## config.mk

```make
export PLATFORM = sky130hd
export DESIGN_NAME = stream_demux1_2
export DESIGN_NICKNAME = d
export VERILOG_FILES = /design/src/rtl/stream_demux1_2.sv
export SDC_FILE = /design/constraint.sdc
export NUM_CORES = 1
export LEC_CHECK = 0
export CORE_UTILIZATION = 40
export DETAILED_ROUTE_END_ITERATION = 12
export PLACE_DENSITY_LB_ADDON = 0.3
export SLEW_MARGIN = 0
export SYNTH_ARGS = -nofsm -noshare
export SYNTH_HDL_FRONTEND = slang
export SYNTH_SLANG_ARGS = --single-unit
```

## constraint.sdc

```tcl
create_clock -name clk -period 2.15 [get_ports clk]
set_input_delay 0.3225 -clock clk [delete_from_list [all_inputs] [get_ports clk]]
set_output_delay 0.3225 -clock clk [all_outputs]
set_load 0.05 [all_outputs]
```

## src/rtl/stream_demux1_2.sv

```systemverilog
// 1-to-2 stream demultiplexer: routes whole packets to out0 or out1 with a registered output stage per port.
// Optional per-output delivered-packet counters are enabled by defining STREAM_DEMUX_STATS_EN.
module stream_demux1_2 #(
  parameter int WIDTH = 8
) (
  input  logic             clk,
  input  logic             rst_n,
  input  logic             in_valid,
  output logic             in_ready,
  input  logic [WIDTH-1:0] in_data,
  input  logic             in_last,
  input  logic             sel,
  output logic             out0_valid,
  input  logic             out0_ready,
  output logic [WIDTH-1:0] out0_data,
  output logic             out0_last,
  output logic             out1_valid,
  input  logic             out1_ready,
  output logic [WIDTH-1:0] out1_data,
  output logic             out1_last,
  output logic             pkt_active
`ifdef STREAM_DEMUX_STATS_EN
  ,
  output logic [15:0]      pkt_cnt0,
  output logic [15:0]      pkt_cnt1
`endif
);

  typedef enum logic [1:0] {IDLE, LOCK0, LOCK1} state_t;

  state_t           r_state;
  logic             r_vld0_p0;
  logic             r_vld1_p0;
  logic [WIDTH-1:0] r_data0_p0;
  logic [WIDTH-1:0] r_data1_p0;
  logic             r_last0_p0;
  logic             r_last1_p0;

  logic w_tgt;
  logic w_in_ready;
  logic w_xfer;

  // Destination follows sel only between packets; inside a packet the lock decides.
  always_comb begin
    w_tgt = sel;
    if (r_state == LOCK0) w_tgt = 1'b0;
    else if (r_state == LOCK1) w_tgt = 1'b1;
  end

  assign w_in_ready = rst_n && (w_tgt ? (!r_vld1_p0 || out1_ready)
                                      : (!r_vld0_p0 || out0_ready));
  assign w_xfer     = in_valid && w_in_ready;

  // Input -> output stage p0
  always_ff @(posedge clk) begin
    if (!rst_n) begin
      r_state    <= IDLE;
      r_vld0_p0  <= 1'b0;
      r_vld1_p0  <= 1'b0;
      r_data0_p0 <= '0;
      r_data1_p0 <= '0;
      r_last0_p0 <= 1'b0;
      r_last1_p0 <= 1'b0;
    end else begin
      if (w_xfer) begin
        if (in_last)    r_state <= IDLE;
        else if (w_tgt) r_state <= LOCK1;
        else            r_state <= LOCK0;
      end

      if (w_xfer && !w_tgt) begin
        r_vld0_p0  <= 1'b1;
        r_data0_p0 <= in_data;
        r_last0_p0 <= in_last;
      end else if (r_vld0_p0 && out0_ready) begin
        r_vld0_p0  <= 1'b0;
      end

      if (w_xfer && w_tgt) begin
        r_vld1_p0  <= 1'b1;
        r_data1_p0 <= in_data;
        r_last1_p0 <= in_last;
      end else if (r_vld1_p0 && out1_ready) begin
        r_vld1_p0  <= 1'b0;
      end
    end
  end

  assign in_ready   = w_in_ready;
  assign out0_valid = r_vld0_p0;
  assign out0_data  = r_data0_p0;
  assign out0_last  = r_last0_p0;
  assign out1_valid = r_vld1_p0;
  assign out1_data  = r_data1_p0;
  assign out1_last  = r_last1_p0;
  assign pkt_active = (r_state != IDLE);

`ifdef STREAM_DEMUX_STATS_EN
  logic [15:0] r_cnt0;
  logic [15:0] r_cnt1;

  function automatic logic [15:0] sat_inc(input logic [15:0] v);
    return (v == 16'hFFFF) ? v : v + 16'd1;
  endfunction

  // Delivered-packet counters, bumped on the handshake of a last beat
  always_ff @(posedge clk) begin
    if (!rst_n) begin
      r_cnt0 <= '0;
      r_cnt1 <= '0;
    end else begin
      if (r_vld0_p0 && out0_ready && r_last0_p0) r_cnt0 <= sat_inc(r_cnt0);
      if (r_vld1_p0 && out1_ready && r_last1_p0) r_cnt1 <= sat_inc(r_cnt1);
    end
  end

  assign pkt_cnt0 = r_cnt0;
  assign pkt_cnt1 = r_cnt1;
`endif

endmodule

```

[Yosys cells after proc, flatten, opt, wreduce, memory -nomap -nowiden]
Cells that the tools add are included.
Operators by class
  $add $sub $neg: 0
  $mul: 0
  divide/modulo/power cells: 0
  $lt $le $gt $ge: 0
  eq/ne operators: 2
  shift-type cells: 0
  mux-type cells: 9
  bitwise operators: 0
  reductions and logical operators: 14
Operators with widths (count)
  1-bit two-way mux: 7
  1-bit logical AND: 6
  2-bit nonzero test: 3
  2-bit two-way mux: 2
  1-bit logical NOT: 3
  2-bit by 1-bit equality test with 1-bit output, second input constant: 1
  2-bit equality test, second input constant: 1
  1-bit logical OR: 2
Word-level totals
  flip-flop bits (word level): 22
  bits in latches: 0
  bits in writable memories: 0
  memory bits (read-only): 0
  input bits: 15
  output and inout port bits: 22
  word-level logic and storage cells: 32
  memories kept: 0

[Depth between registers and ports, before layout]
  depth after elaboration: 8
  mapped depth: 4
  mapped depth without buffers: 3

[Worst setup path before layout]
OpenSTA, ideal clock, no wires.
  path kind: reg-to-output
  from: register r_vld1_p0 (netlist: out1_valid)
  to: output in_ready
  arrival: 1992 ps
  required time: 1827 ps
  path slack: -165 ps
  cell stages (with the launch flop): 4
  buffers on the path: 0
  cell sequence: dfxtp_1 nand2b_1 a21oi_1 a311oi_1
On the way
  longest elaborated chain between the ends: 4
Ends and longest elaborated chain
  from (decl): line 33  | logic r_vld1_p0;
  from (signal assigned): line 59  | r_vld1_p0 <= 1'b0;
  from (signal assigned): line 80  | r_vld1_p0 <= 1'b1;
  from (signal assigned): line 84  | r_vld1_p0 <= 1'b0;
  1-bit logical NOT: line 50  | assign w_in_ready = rst_n && (w_tgt ? (!r_vld1_p0 || out1_ready)
  1-bit logical OR: line 50
  1-bit two-way mux: line 50
  1-bit logical AND: line 50
  to (decl): line 9  | output logic in_ready,
Every way passes these cells.

[Worst setup path after layout]
  from: register r_state[1]
  to: output pkt_active
On the way
  longest elaborated chain between the ends: 1
Ends and longest elaborated chain
  from (decl): line 31  | state_t r_state;
  from (signal assigned): line 57  | r_state <= IDLE;
  from (signal assigned): line 66  | if (in_last) r_state <= IDLE;
  from (signal assigned): line 67  | else if (w_tgt) r_state <= LOCK1;
  2-bit nonzero test: line 96  | assign pkt_active = (r_state != IDLE);
  to (decl): line 21  | output logic pkt_active
Every way passes these cells.

==> out/metrics.cfg <==
[clock_network]
path_clk_slew_ns = 0.12
clk_latency_ns = 0.30
clock_tree.buffer_depth = 2
cts_tree = done
ctsHoldBuffers = 0
cts-root-buf = clkbuf_4
cts_max_level = 1
cts_buffers = 3
cts_setup_buffers = 0
clock_sinks = 22
cts_resized = 0

[die]
coreArea_sq_um = 2210
io_pins = 37
row_count = 17
die-width_um = 50.5
die-area_sq_um = 2550
initial_core_util_pct = 42.5
die_height_um = 50.5

[global_routing]
grt_pass1_wl_um = 3200
grt_antenna_before_repair = 0
grt_max_degree = 30
first_global_vias = 777
grt-ovfl-total = 0
grt_usage_pct = 16.7

[cells_and_area]
area_growth_pct = 46.7
design_area_sq_um = 1380
nNetsFinal = 151
utilization_pct = 62.3
drive_gt1_share_pct = 10.4
diodes = 0
fillerInstances = 207

[sta]
post-route-min-period_ns = 2.08
max_freq_mhz = 480
worst_slew_pin_slew_ns = 0.497
slew_viol_final = 0
holdWs_ns = 0.472
period_share_pct = 96.9
hold_viol_final = 0
tns_ns = 0
fin_skew_ns = 0.000413
setup_violations = 0
relSlewSlack_pct = 66.7

[synth]
ys_types = 21
synth_area_leaders = dfxtp_1 (47%), mux2i_1 (19%), nand2_1 (12%)
ys_seq_area_share_pct = 46.9
synth_top_area_share_pct = 46.9
syn_inst = 97
syn_nets = 112
synth_seq_cells = 22
yosysTopAreaCell = dfxtp_1
synth_warnings = 0
synth_area_sq_um = 940
syn_avg_cell_area_sq_um = 9.69

[hold_path]
hp-class = flop to flop

[detailed_routing]
viasPerCell = 4.99
routedWlPerCell_um = 12.3
drt_wl_total_um = 2010
drt.antenna.violating_nets = 0
dr.pass1.iters = 2
dr_total_vias = 814
remaining_drc_errors = 0
drtIter0Drc = 3

[critical_path]
worstSetupStartpointType = flop
crit_path_end_kind = output port
critPathMaxFanout = 6
cp.required_ns = 1.83
arrival_ns = 1.76
path_class = flop to output port
reg2reg_slack_ns = 0.83

[power_and_ir_drop]
power.density_nw_per_um2 = 619
peakVddDrop_v = 0.000454
p_leak_nw = 0.608

[run]
drv_cap = 0

[placement]
finalWeightedCongestion = 0.869
place_hpwl_um = 1410
placed_cell_area_sq_um = 1340
port_buffers = 36

[run_status]
status = completed

==> state kept, by name, summed over array words and instances (netlist names) <==
name        flops
out0_last       1
out0_data       8
out1_last       1
out0_valid      1
r_state         2
out1_data       8
out1_valid      1
==> per-stage QoR <==
stage	setup WS, ns	std cells	power, mW
2_1_floorplan	0.293	97	0.562
3_3_place_gp	0.150	159	0.635
6_report	0.0666	163	0.853
5_1_grt	-0.00691	163	0.896
4_1_cts	0.0679	163	0.866
3_5_place_dp	0.0740	159	0.638
==> path summary, 6_finish.rpt <==
kind | startpoint | end | cells past startpoint
setup / recovery | r_state[1]$_SDFFE_PN0N_ | pkt_active | 3
hold / removal | out0_data[2]$_SDFFE_PN0P_ | out0_data[2]$_SDFFE_PN0P_ | 2
setup reg to reg | r_state[1]$_SDFFE_PN0N_ | out0_last$_SDFFE_PN0P_ | 4
hold reg to reg | out0_data[2]$_SDFFE_PN0P_ | out0_data[2]$_SDFFE_PN0P_ | 2
==> cell type report <==
type	count	area (sq um)	area share [%]
flip-flops and latches	22	440	31.9
clock buffers	4	36.3	2.63
multi-input cells	66	459	33.3
inverters	4	15.0	1.09
well taps	28	35.0	2.54
repair buffers	39	393	28.5
==> logic make-up (layout without fill, tap and decap cells) <==
| family | Yosys count | count (layout) | synth area share (%) |
|---|---|---|---|
| AO/OA/AOI/OAI | 13 | 13 | 12.4 |
| flip-flops | 22 | 22 | 46.9 |
| AND/OR/NAND/NOR | 35 | 35 | 16.2 |
| buffers and inverters | 9 | 47 | 5.32 |
| multiplexers | 18 | 18 | 19.2 |
==> critical path, stage by stage, from the launching register on <==
cell and delay (ns):
dfxtp_1 0.49, inv_1 0.09, nand2_1 0.09, clkdlybuf4s50_1 0.79
==> routing by layer <==
metal / track usage [%] / wire length, um / vias up
met1: 21.8 / 923 / 370
met5: 0 / 0 / -
met4: 8.80 / 27 / 0
li1: - / - / 412
met3: 3.03 / 102 / 4
met2: 26.0 / 954 / 28
==> layout by cell type (no fill, tap or decap), types with 2 or more instances in the layout <==
cell type / instances
a2111o_1: 2
a21oi_1: 3
buf_4: 3
clkbuf_4: 3
clkdlybuf4s50_1: 35
dfxtp_1: 22
inv_1: 4
mux2i_1: 18
nand2_1: 29
nand2b_1: 2
nor2b_1: 2
o2111ai_1: 2
==> Yosys cell counts <==
cell type / count
buf_6: 2
and2_1: 1
buf_2: 1
nand2_1: 29
inv_1: 4
a2111o_1: 2
buf_1: 1
nand2b_1: 2
o21bai_1: 1
a21oi_1: 3
a311oi_1: 1
nand4_2: 1
o2111ai_1: 2
dfxtp_1: 22
o211ai_2: 1
mux2i_1: 18
o2111ai_2: 1
clkbuf_1: 1
a21bo_2: 1
o211ai_1: 1
nor2b_1: 2
==> power breakdown <==
group,switching [mW],internal [mW]
Combinational,0.115,0.0803
Sequential,0.0109,0.425
Clock,0.120,0.103
Power figures use the tool's default switching activity.
